File: src/rtl/alu_op_issue.sv
// alu_op_issue: operand issue stage in front of the clocked xnor ALU.
//
// Operand/opcode triples arrive over a valid/ready port and wait in a small
// FIFO. A three-state FSM pops one triple at a time and drives it to the ALU
// with a one-cycle alu_en strobe. It counts ALU_LAT cycles, captures alu_dout,
// and holds the result on a second valid/ready port until downstream accepts it.
//
// Parameters:
//   DEPTH   - FIFO entries (power of two, >= 2)
//   ALU_LAT - edges from the alu_en sampling edge to alu_dout valid (1..7)
//
// Ports:
//   clk, rst_n                     clock, asynchronous active-low reset
//   in_valid/in_ready              upstream handshake (in_ready = !full)
//   in_a, in_b, in_op              operand A, operand B, opcode
//   alu_en, alu_op, alu_a, alu_b   registered drive to the ALU
//   alu_dout                       ALU result
//   res_valid/res_ready            downstream handshake
//   res_data, res_op               captured result and its opcode
//
// Optional build macro ALU_OP_ISSUE_COUNT_EN:
//   adds issue_count (8-bit, counts alu_en cycles, wraps) and
//   fifo_level (current FIFO occupancy).
module alu_op_issue #(
  parameter int DEPTH   = 4,
  parameter int ALU_LAT = 1
) (
  input  logic       clk,
  input  logic       rst_n,
  input  logic       in_valid,
  output logic       in_ready,
  input  logic [2:0] in_a,
  input  logic [2:0] in_b,
  input  logic [1:0] in_op,
  output logic       alu_en,
  output logic [1:0] alu_op,
  output logic [2:0] alu_a,
  output logic [2:0] alu_b,
  input  logic [5:0] alu_dout,
  output logic       res_valid,
  input  logic       res_ready,
  output logic [5:0] res_data,
  output logic [1:0] res_op
`ifdef ALU_OP_ISSUE_COUNT_EN
  ,
  output logic [7:0] issue_count,
  output logic [$clog2(DEPTH):0] fifo_level
`endif
);

  localparam int PTR_W = $clog2(DEPTH);
  localparam int CNT_W = PTR_W + 1;
  localparam int LAT_W = 3;

  localparam logic [PTR_W-1:0] PTR_ONE  = {{(PTR_W-1){1'b0}}, 1'b1};
  localparam logic [CNT_W-1:0] CNT_ONE  = {{(CNT_W-1){1'b0}}, 1'b1};
  localparam logic [CNT_W-1:0] CNT_ZERO = {CNT_W{1'b0}};
  localparam logic [CNT_W-1:0] CNT_FULL = CNT_W'(DEPTH);
  localparam logic [LAT_W-1:0] LAT_LOAD = LAT_W'(ALU_LAT);

  typedef enum logic [1:0] {
    S_IDLE = 2'd0,
    S_WAIT = 2'd1,
    S_HOLD = 2'd2
  } state_e;

  // FIFO storage: each entry packs {op, a, b}
  logic [7:0]       mem_q [DEPTH];
  logic [PTR_W-1:0] wr_ptr_q;
  logic [PTR_W-1:0] rd_ptr_q;
  logic [CNT_W-1:0] count_q;
  logic [CNT_W-1:0] count_d;

  logic       full_s;
  logic       empty_s;
  logic       push_s;
  logic       pop_s;
  logic [7:0] head_s;

  state_e         state_q;
  logic [LAT_W-1:0] lat_q;
  logic           alu_en_q;
  logic [1:0]     alu_op_q;
  logic [2:0]     alu_a_q;
  logic [2:0]     alu_b_q;
  logic           res_valid_q;
  logic [5:0]     res_data_q;
  logic [1:0]     res_op_q;

  // in_ready depends only on registered occupancy, so a same-cycle pop
  // never lets a push in while full.
  assign full_s   = (count_q == CNT_FULL);
  assign empty_s  = (count_q == CNT_ZERO);
  assign in_ready = !full_s;
  assign push_s   = in_valid && !full_s;
  assign pop_s    = (state_q == S_IDLE) && !empty_s;
  assign head_s   = mem_q[rd_ptr_q];

  // Occupancy next-state from the push/pop pair
  always_comb begin
    count_d = count_q;
    case ({push_s, pop_s})
      2'b10:   count_d = count_q + CNT_ONE;
      2'b01:   count_d = count_q - CNT_ONE;
      default: count_d = count_q;
    endcase
  end

  // FIFO data array; contents are meaningless once pointers are reset
  always_ff @(posedge clk) begin
    if (push_s) begin
      mem_q[wr_ptr_q] <= {in_op, in_a, in_b};
    end
  end

  // FIFO pointers and occupancy; pointers wrap naturally (DEPTH is 2^n)
  always_ff @(posedge clk or negedge rst_n) begin
    if (!rst_n) begin
      wr_ptr_q <= {PTR_W{1'b0}};
      rd_ptr_q <= {PTR_W{1'b0}};
      count_q  <= CNT_ZERO;
    end else begin
      if (push_s) begin
        wr_ptr_q <= wr_ptr_q + PTR_ONE;
      end
      if (pop_s) begin
        rd_ptr_q <= rd_ptr_q + PTR_ONE;
      end
      count_q <= count_d;
    end
  end

  // Issue FSM with registered ALU drive and result outputs
  always_ff @(posedge clk or negedge rst_n) begin
    if (!rst_n) begin
      state_q     <= S_IDLE;
      lat_q       <= {LAT_W{1'b0}};
      alu_en_q    <= 1'b0;
      alu_op_q    <= 2'b00;
      alu_a_q     <= 3'b000;
      alu_b_q     <= 3'b000;
      res_valid_q <= 1'b0;
      res_data_q  <= 6'b000000;
      res_op_q    <= 2'b00;
    end else begin
      case (state_q)
        S_IDLE: begin
          alu_en_q <= 1'b0;
          if (!empty_s) begin
            alu_op_q <= head_s[7:6];
            alu_a_q  <= head_s[5:3];
            alu_b_q  <= head_s[2:0];
            alu_en_q <= 1'b1;
            lat_q    <= LAT_LOAD;
            state_q  <= S_WAIT;
          end
        end
        S_WAIT: begin
          // The counter hits zero on the cycle alu_dout becomes valid
          alu_en_q <= 1'b0;
          if (lat_q == {LAT_W{1'b0}}) begin
            res_data_q  <= alu_dout;
            res_op_q    <= alu_op_q;
            res_valid_q <= 1'b1;
            state_q     <= S_HOLD;
          end else begin
            lat_q <= lat_q - 3'd1;
          end
        end
        S_HOLD: begin
          if (res_ready) begin
            res_valid_q <= 1'b0;
            state_q     <= S_IDLE;
          end
        end
        default: begin
          state_q     <= S_IDLE;
          alu_en_q    <= 1'b0;
          res_valid_q <= 1'b0;
        end
      endcase
    end
  end

  assign alu_en    = alu_en_q;
  assign alu_op    = alu_op_q;
  assign alu_a     = alu_a_q;
  assign alu_b     = alu_b_q;
  assign res_valid = res_valid_q;
  assign res_data  = res_data_q;
  assign res_op    = res_op_q;

`ifdef ALU_OP_ISSUE_COUNT_EN
  logic [7:0] issue_count_q;

  // Counts issue strobes; 8-bit wrap is intended
  always_ff @(posedge clk or negedge rst_n) begin
    if (!rst_n) begin
      issue_count_q <= 8'd0;
    end else if (alu_en_q) begin
      issue_count_q <= issue_count_q + 8'd1;
    end
  end

  assign issue_count = issue_count_q;
  assign fifo_level  = count_q;
`endif

endmodule

File: config.mk
export PLATFORM = sky130hd
export DESIGN_NAME = alu_op_issue
export DESIGN_NICKNAME = d
export VERILOG_FILES = /design/src/rtl/alu_op_issue.sv
export SDC_FILE = /design/constraint.sdc
export NUM_CORES = 1
export LEC_CHECK = 0
export CORE_MARGIN = 8
export CORE_UTILIZATION = 52
export DETAILED_ROUTE_END_ITERATION = 8
export HOLD_SLACK_MARGIN = 0.15
export PLACE_DENSITY = 0.76
export SETUP_SLACK_MARGIN = 0.02
export SYNTH_ARGS = -nofsm -noshare
export SYNTH_HDL_FRONTEND = slang
export SYNTH_SLANG_ARGS = --single-unit
File: constraint.sdc
create_clock -name clk -period 2.8 [get_ports clk]
set_input_delay 0.42 -clock clk [delete_from_list [all_inputs] [get_ports clk]]
set_output_delay 0.42 -clock clk [all_outputs]
set_load 0.005 [all_outputs]
==> flow_summary.ini, run 1 <==
[critical_path]
crit_required_ns = 3.05
r2r_setup_slack_ns = 0.53
critPathCaptureType = register
rr_endpoint = count_q[2]$_DFFE_PN0P_
worstSetupPathType = reg2reg
critPathMaxStageDelay_ns = 0.44
worst-r2r-cell-count = 9
r2r-start = count_q[1]$_DFFE_PN0P_
critPathLaunchType = register
worstPathArrival_ns = 2.52
cp-endpoint = count_q[2]$_DFFE_PN0P_
crit_chain = or3b_4, and2_4, inv_1, ha_1, inv_1, fa_1, xor2_1, nor2_1, xor2_1
cp_max_fo = 6
cp_slowest_cell = or3b_4
crit_start = count_q[1]$_DFFE_PN0P_

[timing]
min_period_over_period_pct = 81.1
hold_violations = 0
skew_ns = 0.00997
tightest_slew_ns = 0.559
rsz0062_at_grt = false
setup_violations = 0
holdWs_ns = 0.469
max_slew_margin_pct = 62.7
fin_crit_ns = 2.27
slew_viol_final = 0
final.setup.tns_ns = 0
max_freq_ghz = 0.441

[grt]
grt_first_pass_wirelength_um = 7390
busiest_layer = met2
grt_pass1_vias = 1480
grt_max_degree = 31
grt_overflow = 0
globalRouteMet1Util_pct = 14.1
grt_usage_pct = 13.3
antenna_found_initial = 0
use_met3_pct = 4.58
grt.met2_usage_pct = 23.0

[routing]
finalWirelength_um = 4440
drc = 0
dr_total_vias = 1326
firstDrtPassIters = 4
drt_iter0_drc = 46
final_antenna_net_count = 0
via_per_inst = 5.02
wl_per_cell_um = 16.8

[pwr]
p_per_area_nw_per_um2 = 1160
p_seq_share_pct = 40.9
internal_power_mw = 2.60
p_leak_nw = 1.26
ir_worst_vdd_uv = 639
p_comb_share_pct = 37.6
pwr-share-clk_pct = 21.5
switching_share_pct = 29.9
switchingPower_mw = 1.11

[synthesis]
seq_area_frac_synth_pct = 67.2
synth_edf_count = 32
netlist_top_cells_area = edfxtp_1 (38%), dfrtp_1 (29%), mux4_2 (6.2%)
synth_flop_cell = edfxtp_1
synthArstFlopShare_pct = 48.4
synth_top_area_share_pct = 37.7
synth_top_area_cell = edfxtp_1
synth_commonest_cells = edfxtp_1 (32), dfrtp_1 (30), inv_1 (10)
syn-num-nets = 172
avgSynthCellArea_um2 = 17.4
ys_ff_latch = 62
yosys_warnings = 0
syn_inst = 146
synth_area_um2 = 2550
ys_types = 33
synth_most_common_cell = edfxtp_1

[run_status]
status = finished clean

[clock_network]
post_cts_resize_count = 0
ctsHoldBuffers = 0
post_cts_buffers = 0
clockBufferDepth = 2
cts_tree = built
clock_latency_ns = 0.34
htreeDepth = 3
clock_sinks = 62
cts_buffers = 9
cts_root_buf = clkbuf_8
path_clk_slew_ns = 0.07

[floorplanning]
initial_utilization_pct = 53.9
die-width_um = 86.0
core.rowCount = 25
dieArea_um2 = 7390
ios = 37
fp.dieH_um = 86.0
core-area_um2 = 4720

[job]
drv_cap = 0

[final_layout]
n_antenna_cell = 0
fin_cells = 264
syn2layout_area_growth_pct = 25.4
nets = 218
layout-drive-gt1-share_pct = 25.4

[placement]
port-buffer-count = 36
hpwlAfterDp_um = 3260
dp.cells = 248
gp_congestion = 0.717

[min_path]
hp-class = in2async
==> stage by stage <==
stage          total power [mW]  cell area, µm²  setup WS [ns]  utilization, %
2_1_floorplan              2.42            2550          0.714               -
3_5_place_dp               2.96            2980          0.496            63.2
3_3_place_gp               2.87            2980          0.639            63.2
6_report                   3.72            3190          0.531            67.6
4_1_cts                    3.77            3190          0.521            67.6
5_1_grt                    3.94            3190          0.444            67.6
==> metal layers <==
metal / up-vias / part of all wire (%)
met2: 25 / 54
met5: - / 0
met1: 665 / 39
met4: 0 / 2.0
met3: 9 / 4.6
li1: 627 / -
==> layout by cell type (no fill, tap or decap), drive strengths merged, types with 4 or more instances in the layout <==
master	netlist	layout
edfxtp	32	32
clkdlybuf4s50	0	36
mux4	8	8
ha	7	7
clkbuf	1	11
o21ai	5	5
inv	11	11
mux2	17	17
xnor2	4	4
and3	5	5
dfrtp	30	30
==> sequential cells by signal, summed over array words and instances, names as in the netlist <==
name       cells
mem_q         32
res_data       6
alu_a          3
alu_b          3
count_q        3
lat_q          3
alu_op         2
rd_ptr_q       2
res_op         2
state_q        2
wr_ptr_q       2
alu_en         1
res_valid      1
==> worst max-delay path: cells and delay by family (launching register included) <==
kind	cells	cell delay, ns
DFF	1	0.41
adders and majority gates	2	0.56
buffers and inverters	2	0.13
xor gates and xnor gates	2	0.34
and+or+nand+nor	3	0.74
==> area by class of cell <==
class / instances / area, µm²
Inverter: 11 / 43.8
Multi-Input combinational cell: 71 / 777
Timing Repair Buffer: 37 / 368
Fill cell: 317 / 1530
Clock buffer: 11 / 153
Clock inverter: 5 / 57.6
Tap cell: 67 / 83.8
Sequential cell: 62 / 1710
==> kinds of logic after synthesis <==
| family | synth area share (%) |
|---|---|
| DFF | 67.2 |
| muxes | 16.1 |
| and+or+nand+nor | 5.55 |
| buffers and inverters | 2.31 |
| AOI/OAI and AO/OA | 2.60 |
| adders and majority gates | 4.22 |
| xor gates and xnor gates | 2.06 |
==> worst min-delay path by stage <==
stage               depth (start not counted)                    end             startpoint
floorplan                                   0   alu_a[0]$_DFFE_PN0P_                  rst_n
global placement                            1  res_valid$_DFFE_PN0P_  res_valid$_DFFE_PN0P_
detailed placement                          1  res_valid$_DFFE_PN0P_  res_valid$_DFFE_PN0P_
CTS                                         1  res_valid$_DFFE_PN0P_  res_valid$_DFFE_PN0P_
global route                                1  res_valid$_DFFE_PN0P_  res_valid$_DFFE_PN0P_
finish                                      2   alu_a[1]$_DFFE_PN0P_                  rst_n
==> power groups by stage <==
stage          combinational, mW  clock (mW)  sequential, mW
5_1_grt                     1.52       0.858            1.56
6_report                    1.40       0.798            1.52
3_3_place_gp                1.35           0            1.52
3_5_place_dp                1.42           0            1.54
4_1_cts                     1.43       0.813            1.53
2_1_floorplan              0.965           0            1.45
(Power assumes the default switching activity.)
==> run 2, diff against run 1 <==
--- a/config.mk
+++ b/config.mk
@@ -6,10 +6,10 @@
 export NUM_CORES = 1
 export LEC_CHECK = 0
 export CORE_MARGIN = 8
-export CORE_UTILIZATION = 52
+export CORE_UTILIZATION = 48
 export DETAILED_ROUTE_END_ITERATION = 8
 export HOLD_SLACK_MARGIN = 0.15
-export PLACE_DENSITY = 0.76
+export PLACE_DENSITY = 0.74
 export SETUP_SLACK_MARGIN = 0.02
 export SYNTH_ARGS = -nofsm -noshare
 export SYNTH_HDL_FRONTEND = slang
==> constraint.sdc (replaced) <==
create_clock -name clk -period 1.95 [get_ports clk]
set_input_delay 0.2925 -clock clk [delete_from_list [all_inputs] [get_ports clk]]
set_output_delay 0.2925 -clock clk [all_outputs]
set_load 0.005 [all_outputs]
==> run 2 against run 1 <==
The run now ends with setup timing left. Clock skew fell by 0.0054 ns. Utilization fell by 2.8 points. Critical path depth unchanged. Wire length rose by 3.4%. Total power increased by 48%. Critical endpoint unchanged.
==> flow_summary.ini, run 2 (synthesized netlist as in run 1, its figures left out) <==
[floorplanning]
initial_utilization_pct = 49.9
dieArea_um2 = 7890
ios = 37
fp.dieH_um = 88.9
die-width_um = 88.9
core.rowCount = 26
core-area_um2 = 5110

[grt]
grt_max_degree = 31
grt_usage_pct = 13.0
grt_overflow = 0
grt_first_pass_wirelength_um = 7490
grt_pass1_vias = 1558
antenna_found_initial = 0

[clock_network]
clock_latency_ns = 0.32
cts_root_buf = clkbuf_8
htreeDepth = 3
cts_tree = built
clock_sinks = 62
cts_buffers = 9
path_clk_slew_ns = 0.06
clockBufferDepth = 2
ctsHoldBuffers = 0

[critical_path]
cp_max_fo = 2
critPathCaptureType = register
worstPathArrival_ns = 2.26
crit_required_ns = 2.20
worstSetupPathType = reg2reg
r2r_setup_slack_ns = -0.07
critPathLaunchType = register

[timing]
fin_ws_ns = -0.0659
tightest_slew_ns = 0.426
rsz0062_at_grt = true
max_freq_ghz = 0.496
hold_violations = 0
slew_viol_final = 0
max_slew_margin_pct = 71.6
min_period_over_period_pct = 103
fin_crit_ns = 2.02
setup_violations = 1
skew_ns = 0.00452

[placement]
hpwlAfterDp_um = 3270
dpl_cell_area_um2 = 3080
gp_congestion = 0.696
port-buffer-count = 36

[routing]
via_per_inst = 5.02
final_antenna_net_count = 0
dr_total_vias = 1410
finalWirelength_um = 4590
firstDrtPassIters = 4
wl_per_cell_um = 16.3
drt_iter0_drc = 61
drc = 0

[pwr]
p_leak_nw = 1.33
ir_worst_vdd_uv = 839
p_per_area_nw_per_um2 = 1660
total_power_mw = 5.50

[final_layout]
largest_register_ffs = 32
largest-register = mem_q
layout_common_cells = clkdlybuf4s50_1 (35), edfxtp_1 (32), dfrtp_1 (30), buf_4 (13), clkbuf_8 (12)
fin_area_um2 = 3310
n_antenna_cell = 0
num-fill-cells = 386
syn2layout_area_growth_pct = 30.0
layout_commonest_cell = clkdlybuf4s50_1
nets = 232
regArea_um2 = 1710
multiInputGateArea_um2 = 801
layout-drive-gt1-share_pct = 32.2

[run_status]
violations = setup timing
status = finished, violations left

[job]
drv_cap = 0

[min_path]
hp-class = in2async
## run 2: through the flow
step	TNS, ns	std cells	hold slack, ns	utilization (%)	setup WS, ns
finish	-0.0659	281	0.364	64.8	-0.0659
global placement	0	261	0.461	60.3	0.0177
detailed placement	-0.146	261	0.473	60.3	-0.0786
CTS	-0.0565	278	0.374	64.2	-0.0565
floorplan	-0.0571	146	-0.00309	-	-0.0571
global route	-0.160	281	0.393	64.8	-0.137
## run 2: metal layers
layer	wire length, µm	up-vias	GRT usage, %
met1	1880	700	14.5
met4	98	0	7.37
met2	2350	42	21.7
met3	267	9	3.62
li1	-	659	-
met5	0	-	0
## run 2: final timing paths
check | from | endpoint | cells after the start
max | count_q[1]$_DFFE_PN0P_ | count_q[2]$_DFFE_PN0P_ | 9
min | rst_n | alu_b[2]$_DFFE_PN0P_ | 2
max reg2reg | count_q[1]$_DFFE_PN0P_ | count_q[2]$_DFFE_PN0P_ | 9
min reg2reg | res_valid$_DFFE_PN0P_ | res_valid$_DFFE_PN0P_ | 1
max in group asynchronous | rst_n | rd_ptr_q[1]$_DFFE_PN0P_ | 2
min in group clk | res_valid$_DFFE_PN0P_ | res_valid$_DFFE_PN0P_ | 1
## run 2: power by group
part	total, mW	internal [mW]	leakage, nW	switching, mW
Clock	1.01	0.554	0.0935	0.458
Combinational	2.36	1.43	0.588	0.928
Sequential	2.13	1.86	0.649	0.264
## run 2: timing repair
action | in CTS | in global routing
setup endpoints to repair | 3 | 2
resized for setup | 5 | 2
cloned | 0 | 0
endpoints found under the hold margin | 0 | 0
buffers inserted | 1 | 3
pin swaps | 5 | 2
## run 2: layout make-up
type / count / share of cell area, %
well taps: 70 / 2.65
inverters: 11 / 1.40
clock buffers: 12 / 4.99
repair buffers: 51 / 14.5
clock inverters: 4 / 0.605
multi-input cells: 71 / 24.2
flip-flops and latches: 62 / 51.7
## run 2: worst max-delay path, stage by stage (launching register included)
cell     delay [ns]
dfrtp_1        0.38
or3b_4         0.41
and2_4         0.16
inv_4          0.05
ha_4           0.13
inv_2          0.04
fa_2           0.34
xor2_1         0.15
nor2_1         0.11
xor2_1         0.16
